--- src/rtl/wsp_pkg.sv ---
`default_nettype none
// +----------------------------------------------------------------------------+
// | Package   : wsp_pkg                                                        |
// | Purpose   : Shared definitions for the IEEE 1500 wrapper instruction       |
// |             register: default opcode width, opcode enumeration and the     |
// |             default WIR capture value.                                     |
// | Ports     : none (package)                                                 |
// | Options   : WIR_CLAMP_EN - enables opcode 5 as WS_CLAMP in the decoder     |
// | Revision  : 1.0 - initial release                                          |
// +----------------------------------------------------------------------------+
package wsp_pkg;

  // Default WIR opcode width. Three is the minimum that holds every opcode.
  localparam int DEF_IR_W = 3;

  // Default value loaded into the WIR shift stage on capture.
  localparam logic [2:0] DEF_CAPTURE_VAL = 3'b001;

  // Wrapper instruction opcodes. Unlisted values decode as WS_BYPASS.
  typedef enum logic [2:0] {
    WS_BYPASS  = 3'd0,
    WS_EXTEST  = 3'd1,
    WS_INTEST  = 3'd2,
    WS_SAFE    = 3'd3,
    WS_PRELOAD = 3'd4,
    WS_CLAMP   = 3'd5
  } wir_op_e;

endpackage : wsp_pkg
`default_nettype wire

--- src/rtl/wir_decoder.sv ---
`default_nettype none
// +----------------------------------------------------------------------------+
// | Module    : wir_decoder                                                    |
// | Purpose   : Combinational decode of a WIR opcode into the boundary-chain   |
// |             control set.                                                   |
// | Ports     : op_i         - opcode to decode                                |
// |             sel_o        - 1: data path goes through the WBR, 0: WBY       |
// |             mode_o       - boundary cells drive from update stage / safe   |
// |             safe_o       - boundary cells force their safe value           |
// |             capture_ok_o - boundary-cell capture permitted                 |
// | Options   : WIR_CLAMP_EN - opcode 5 decodes as WS_CLAMP (mode=1, WBY sel); |
// |             when undefined opcode 5 decodes as WS_BYPASS                   |
// | Revision  : 1.0 - initial release                                          |
// +----------------------------------------------------------------------------+
module wir_decoder
  import wsp_pkg::*;
#(
  parameter int IR_W = DEF_IR_W
) (
  input  logic [IR_W-1:0] op_i,
  output logic            sel_o,
  output logic            mode_o,
  output logic            safe_o,
  output logic            capture_ok_o
);

  always_comb begin
    sel_o        = 1'b0;
    mode_o       = 1'b0;
    safe_o       = 1'b0;
    capture_ok_o = 1'b1;
    case (op_i)
      IR_W'(WS_EXTEST): begin
        sel_o  = 1'b1;
        mode_o = 1'b1;
      end
      IR_W'(WS_INTEST): begin
        sel_o  = 1'b1;
        mode_o = 1'b1;
      end
      IR_W'(WS_SAFE): begin
        mode_o = 1'b1;
        safe_o = 1'b1;
      end
      // PRELOAD loads the chain without disturbing functional mode, and
      // must not overwrite the shifted-in values with captured data.
      IR_W'(WS_PRELOAD): begin
        sel_o        = 1'b1;
        capture_ok_o = 1'b0;
      end
`ifdef WIR_CLAMP_EN
      IR_W'(WS_CLAMP): begin
        mode_o = 1'b1;
      end
`endif
      default: begin
        // WS_BYPASS and every unassigned opcode
      end
    endcase
  end

endmodule : wir_decoder
`default_nettype wire

--- src/rtl/wir_ctrl.sv ---
`default_nettype none
// +----------------------------------------------------------------------------+
// | Module    : wir_ctrl                                                       |
// | Purpose   : IEEE 1500 Wrapper Instruction Register with wrapper bypass     |
// |             register and boundary-cell control generation.                 |
// | Ports     : clk, arst_n               - WRCK, async active-low reset       |
// |             wsi, selectwir, shiftwr,  - Wrapper Serial Port inputs         |
// |             capturewr, updatewr                                            |
// |             wbr_so                    - scan-out of last boundary cell     |
// |             wso                       - wrapper serial output              |
// |             wbr_shift/capture/update  - gated boundary-cell strobes        |
// |             wbr_mode, wbr_safe        - registered cell mode controls      |
// |             active_op                 - current updated instruction        |
// |             wsp_err                   - sticky shift+capture conflict      |
// | Options   : WIR_CLAMP_EN - enables WS_CLAMP (opcode 5), see wir_decoder    |
// | Revision  : 1.0 - initial release                                          |
// +----------------------------------------------------------------------------+
module wir_ctrl
  import wsp_pkg::*;
#(
  parameter int              IR_W        = DEF_IR_W,   // must be >= 3
  parameter logic [IR_W-1:0] CAPTURE_VAL = IR_W'(DEF_CAPTURE_VAL)
) (
  input  logic            clk,
  input  logic            arst_n,
  input  logic            wsi,
  input  logic            selectwir,
  input  logic            shiftwr,
  input  logic            capturewr,
  input  logic            updatewr,
  input  logic            wbr_so,
  output logic            wso,
  output logic            wbr_shift,
  output logic            wbr_capture,
  output logic            wbr_update,
  output logic            wbr_mode,
  output logic            wbr_safe,
  output logic [IR_W-1:0] active_op,
  output logic            wsp_err
);

  logic [IR_W-1:0] wir_sr_q, wir_sr_d;
  logic [IR_W-1:0] active_op_q, active_op_d;
  logic            mode_q, safe_q, sel_q, cap_ok_q;
  logic            mode_d, safe_d, sel_d, cap_ok_d;
  logic            wby_q, wby_d;
  logic            err_q, err_d;

  // WIR shift stage: capture beats shift, LSB leaves first.
  always_comb begin
    wir_sr_d = wir_sr_q;
    if (selectwir) begin
      if (capturewr) begin
        wir_sr_d = CAPTURE_VAL;
      end else if (shiftwr) begin
        wir_sr_d = {wsi, wir_sr_q[IR_W-1:1]};
      end
    end
  end

  // Update samples the pre-shift stage, so a simultaneous shift does not
  // leak its new bit into the instruction.
  assign active_op_d = (selectwir && updatewr) ? wir_sr_q : active_op_q;

  // Decode the next instruction so that the control registers change on the
  // same edge as active_op and never glitch.
  wir_decoder #(
    .IR_W (IR_W)
  ) u_decoder (
    .op_i         (active_op_d),
    .sel_o        (sel_d),
    .mode_o       (mode_d),
    .safe_o       (safe_d),
    .capture_ok_o (cap_ok_d)
  );

  // Wrapper bypass register, only active when it owns the data path.
  always_comb begin
    wby_d = wby_q;
    if (!selectwir && !sel_q) begin
      if (capturewr) begin
        wby_d = 1'b0;
      end else if (shiftwr) begin
        wby_d = wsi;
      end
    end
  end

  assign err_d = err_q | (shiftwr & capturewr);

  always_ff @(posedge clk or negedge arst_n) begin
    if (!arst_n) begin
      wir_sr_q    <= '0;
      active_op_q <= IR_W'(WS_BYPASS);
      mode_q      <= 1'b0;
      safe_q      <= 1'b0;
      sel_q       <= 1'b0;
      cap_ok_q    <= 1'b1;
      wby_q       <= 1'b0;
      err_q       <= 1'b0;
    end else begin
      wir_sr_q    <= wir_sr_d;
      active_op_q <= active_op_d;
      mode_q      <= mode_d;
      safe_q      <= safe_d;
      sel_q       <= sel_d;
      cap_ok_q    <= cap_ok_d;
      wby_q       <= wby_d;
      err_q       <= err_d;
    end
  end

  // Strobes only reach the cells when the WBR owns the data path.
  assign wbr_shift   = shiftwr & ~capturewr & ~selectwir & sel_q;
  assign wbr_capture = capturewr & ~selectwir & sel_q & cap_ok_q;
  assign wbr_update  = updatewr & ~selectwir & sel_q;

  assign wso       = selectwir ? wir_sr_q[0] : (sel_q ? wbr_so : wby_q);
  assign wbr_mode  = mode_q;
  assign wbr_safe  = safe_q;
  assign active_op = active_op_q;
  assign wsp_err   = err_q;

endmodule : wir_ctrl
`default_nettype wire

--- config.mk ---
export PLATFORM = sky130hd
export DESIGN_NAME = wir_ctrl
export DESIGN_NICKNAME = d
export VERILOG_FILES = /design/src/rtl/wsp_pkg.sv /design/src/rtl/wir_decoder.sv /design/src/rtl/wir_ctrl.sv
export SDC_FILE = /design/constraint.sdc
export NUM_CORES = 1
export LEC_CHECK = 0
export CAP_MARGIN = 10
export CORE_MARGIN = 4
export CORE_UTILIZATION = 42
export CTS_BUF_LIST = sky130_fd_sc_hd__clkbuf_8
export CTS_CLUSTER_DIAMETER = 120
export DETAILED_ROUTE_END_ITERATION = 10
export GPL_ROUTABILITY_DRIVEN = 0
export HOLD_SLACK_MARGIN = 0.08
export PLACE_DENSITY_LB_ADDON = 0.2
export REMOVE_ABC_BUFFERS = 1
export SYNTH_ARGS = -nofsm -noshare
export SYNTH_HDL_FRONTEND = slang
export SYNTH_SLANG_ARGS = --single-unit
--- constraint.sdc ---
create_clock -name clk -period 1.05 [get_ports clk]
set_clock_uncertainty 0.2 [all_clocks]
set_input_delay 0.21 -clock clk [delete_from_list [all_inputs] [get_ports clk]]
set_output_delay 0.21 -clock clk [all_outputs]
set_load 0.03 [all_outputs]
# [Word-level counts from Yosys, hierarchy flattened]
# Index checks and enable logic that the tools add are counted.
[word_totals] in_bits=8 ff_bits=12 output_inout_bits=10 word_cells=44
[classes] bitwise=12 reduce_logical=9 mux=11 n_eq_ne=4
[ops] cell="$and A1 B1 Y1" count=9
[ops] cell="$mux W3" count=3
[ops] cell="$mux W1" count=8
[ops] cell="$eq A3 B2 Y1 const B" count=2
[ops] cell="$reduce_or A3 Y1" count=2
[ops] cell="$reduce_and A2 Y1" count=2
[ops] cell="$eq A3 B1 Y1 const B" count=1
[ops] cell="$eq A3 B3 Y1 const B" count=1
[ops] cell="$logic_and A1 B1 Y1" count=2
[ops] cell="$logic_not A1 Y1" count=2
[ops] cell="$not A1 Y1" count=2
[ops] cell="$reduce_bool A2 Y1" count=1
[ops] cell="$or A1 B1 Y1" count=1

# [Depth between registers and ports, before layout]
[logic_depth] word_depth=5 depth_mapped=4

# [Modules after synthesis]
# A second synthesis with hierarchy kept.
[hier_totals] cells_unflattened=46 area_unflattened_um2=574.3
[modules_own_cells] module="wir_ctrl" seq_area_each_um2=301.5 cells_each=39 instances=1 area_per_inst_um2=531.8
[modules_own_cells] module="wir_decoder" seq_area_each_um2=0.0 cells_each=7 instances=1 area_per_inst_um2=42.5

# [Worst setup path before layout]
# OpenSTA, ideal clock, no wires.
[synth_timing] path_type="register to output" startpoint="register sel_q" endpoint="output port wso" required_time_ps=640 arrival_ps=1203 path_slack_ps=-563 stages_incl_launch_ff=3 cell_sequence="dfrtp_1 -> mux2i_1 -> o21ai_0"
[synth_via] elab_chain_cells=2
[synth_rtl] element="start: declaration" line_no="wir_ctrl.sv:44" rtl="logic mode_q, safe_q, sel_q, cap_ok_q;"
[synth_rtl] element="start signal: assignment" line_no="wir_ctrl.sv:106" rtl="sel_q <= sel_d;"
[synth_rtl] element="$mux W1 (2 in series)" line_no="wir_ctrl.sv:118" rtl="assign wso = selectwir ? wir_sr_q[0] : (sel_q ? wbr_so : wby_q);"
[synth_rtl] element="end: declaration" line_no="wir_ctrl.sv:32" rtl="output logic wso,"
# Every way passes these cells.

# [Worst setup path in the final report]
[layout_timing] startpoint="register sel_q" endpoint="output port wbr_shift"
[layout_via] elab_chain_cells=1
[layout_rtl] element="$and A1 B1 Y1" line_no="wir_ctrl.sv:114" rtl="assign wbr_shift = shiftwr & ~capturewr & ~selectwir & sel_q;"
[layout_rtl] element="end: declaration" line_no="wir_ctrl.sv:33" rtl="output logic wbr_shift,"
# Every way passes these cells.

==> qor.csv <==
metric,value,unit
status,"finished, violations left",
violations,negative setup slack,
port-buffer-count,17,
maxCapViolCount,0,
synth.top_cell.area_share,47.0,%
nets,115,
synthTopCellsByArea,"dfrtp_1 47%, o21ai_0 6.0%, dfstp_2 4.5%, nand2_1 3.2%, and3b_1 3.0%",
synth_top_area_cell,dfrtp_1,
fmax,651,MHz
period_share,146,%
cp.arrival,1.13,ns
p_per_area,1560,mW/mm²
yosysUniqueCellTypes,30,
core_area,0.00130,mm²
ys_seq_elements,12,
rsz0062_at_grt,true,
reg2reg_depth,4,
crit_path_frequent_cell,buf_6,
grt_util_all_layers,23.3,%
drtPass1Iterations,4,
fillers,49,
vias,687,
end_kind,output port,
grt_overflow,0,
hpwl,1060,µm
ir_drop,0.00123,V
clk_pin_slew_worst_paths,0.05,ns
synth-main-ff-cell,dfrtp_1,
fin_area,0.00119,mm²
worstPathCellList,buf_6 -> and3b_1 -> buf_6,
die_area,0.00206,mm²
min_period,1.54,ns
antenna_cells,0,
final_common_cell,buf_6,
grt_pass1_vias,721,
grt_max_degree,9,
ctsHtreeMaxLevel,1,
hold_viol,0,
utilization,91.4,%
die_w,45.3,µm
grt_pass1_wl,3260,µm
synthesis.area,586,µm²
start_kind,flop,
row_count,13,
antenna_found_initial,0,
holdCritPathClass,in -> async,
die_y,45.3,µm
r2r_slack,-0.38,ns
root_buffer,clkbuf_8,
tightest_slew,0.378,ns
clock_latency,0.24,ns
worst-path-max-fanout,4,
critPathKind,reg -> out,
cts_tree,built,
yosys_warnings,0,
p_leak,0.571,nW
synth_cells,55,
via_per_inst,5.68,
setup_viol_count_final,19,
cts_sinks,12,
cpPeakStageDelay,0.42,ns
clockBufferDepth,2,
drive_gt1_share,63.2,%
drt_wl_total,2600,µm
async_flop_share,100,%
cp.required,0.64,ns
setup_ws,-0.485,ns
syn_avg_cell_area,10.6,µm²
avgRoutedWirePerCell,21.5,µm
finalMaxSlewViolations,0,
placed_area,865,µm²
slew_headroom,74.7,%
drt_iter0_markers,25,
ys_seq_area_share,51.5,%
pin_count,18,
ant_nets,0,
synth_edf_count,0,
final_cell_mix,"25 x buf_6, 17 x buf_4, 9 x dfrtp_1",
cts_inserted_buffers,3,
initial_core_util,45.0,%
cp_slowest_cell,dfrtp_1,
area_growth_syn_to_layout,103,%
route.detailed.drc,0,
## synth_stat cells, drive strengths merged, types with 2 or more instances
| master | instances |
|---|---|
| o21ai | 8 |
| mux2i | 2 |
| dfrtp | 11 |
| xor2 | 2 |
| nand2 | 6 |
| a211oi | 2 |
| nor2b | 2 |
| a21oi | 2 |
| and3b | 2 |
| inv | 3 |
## state kept, by name (all words and copies together), names as in the netlist
register,count
sel_q,1
wir_sr_q,3
active_op,3
wsp_err,1
cap_ok_q,1
wbr_mode,1
wbr_safe,1
wby_q,1
## metrics by stage
stage	hold slack (ns)	cells	setup WS [ns]	total power (W)	TNS, ns
floorplan	-0.286	54	-0.563	0.000799	-1.83
global placement	0.239	103	-0.561	0.00102	-7.60
detailed placement	0.249	103	-0.565	0.00103	-7.84
CTS	0.0548	118	-0.460	0.00170	-3.71
global route	0.0605	121	-0.524	0.00192	-4.97
finish	0.0621	121	-0.485	0.00186	-4.42
## worst max-delay path: cells and delay by family, from the launching register on
kind	cells	cell delay, ns
DFF	1	0.42
buffers and inverters	2	0.28
and+or+nand+nor	1	0.18
## worst paths after layout
check,end,from
max in group asynchronous,cap_ok_q,arst_n
hold / removal,sel_q,arst_n
setup / recovery,wbr_shift,sel_q
min in group clk,active_op[2],updatewr
hold reg to reg,wsp_err,wsp_err
setup reg to reg,sel_q,wir_sr_q[0]
## layer usage
layer  track usage (%)  wire, µm  part of all wire (%)  vias up
met3              5.98       123                   4.7        4
li1                  -         -                     -      301
met5                 0         0                     0        -
met4              10.5        48                   1.8        0
met2              40.4      1380                    53       35
met1              26.6      1050                    40      347
## final cells by class
| cell class | instances | area [µm²] | share of cell area [%] |
|---|---|---|---|
| inverter | 3 | 11.3 | 0.946 |
| clock buffer | 4 | 55.1 | 4.63 |
| sequential | 12 | 304 | 25.6 |
| multi-input combinational | 39 | 337 | 28.3 |
| tap | 15 | 18.8 | 1.58 |
| timing repair buffer | 48 | 464 | 39.0 |
## kinds of logic after synthesis
kind of cell | synth area share [%]
and+or+nand+nor | 18.6
muxes | 4.06
buffers and inverters | 4.06
DFF | 51.5
xor gates and xnor gates | 2.99
AOI/OAI and AO/OA | 18.8
## repair_timing
item	in CTS	in global routing
pin swaps	7	7
cloned	1	0
buffers inserted	10	4
endpoints found under the setup margin	21	21
endpoints found under the hold margin	3	3
gates resized for setup	43	19
## where the power goes
group	internal (W)	leakage, nW	total [W]	switching [W]
clock	0.000331	0.0288	0.000500	0.000169
sequential	0.000531	0.142	0.000601	0.0000698
combinational	0.000406	0.400	0.000760	0.000354
Power figures use the tool's default switching activity.
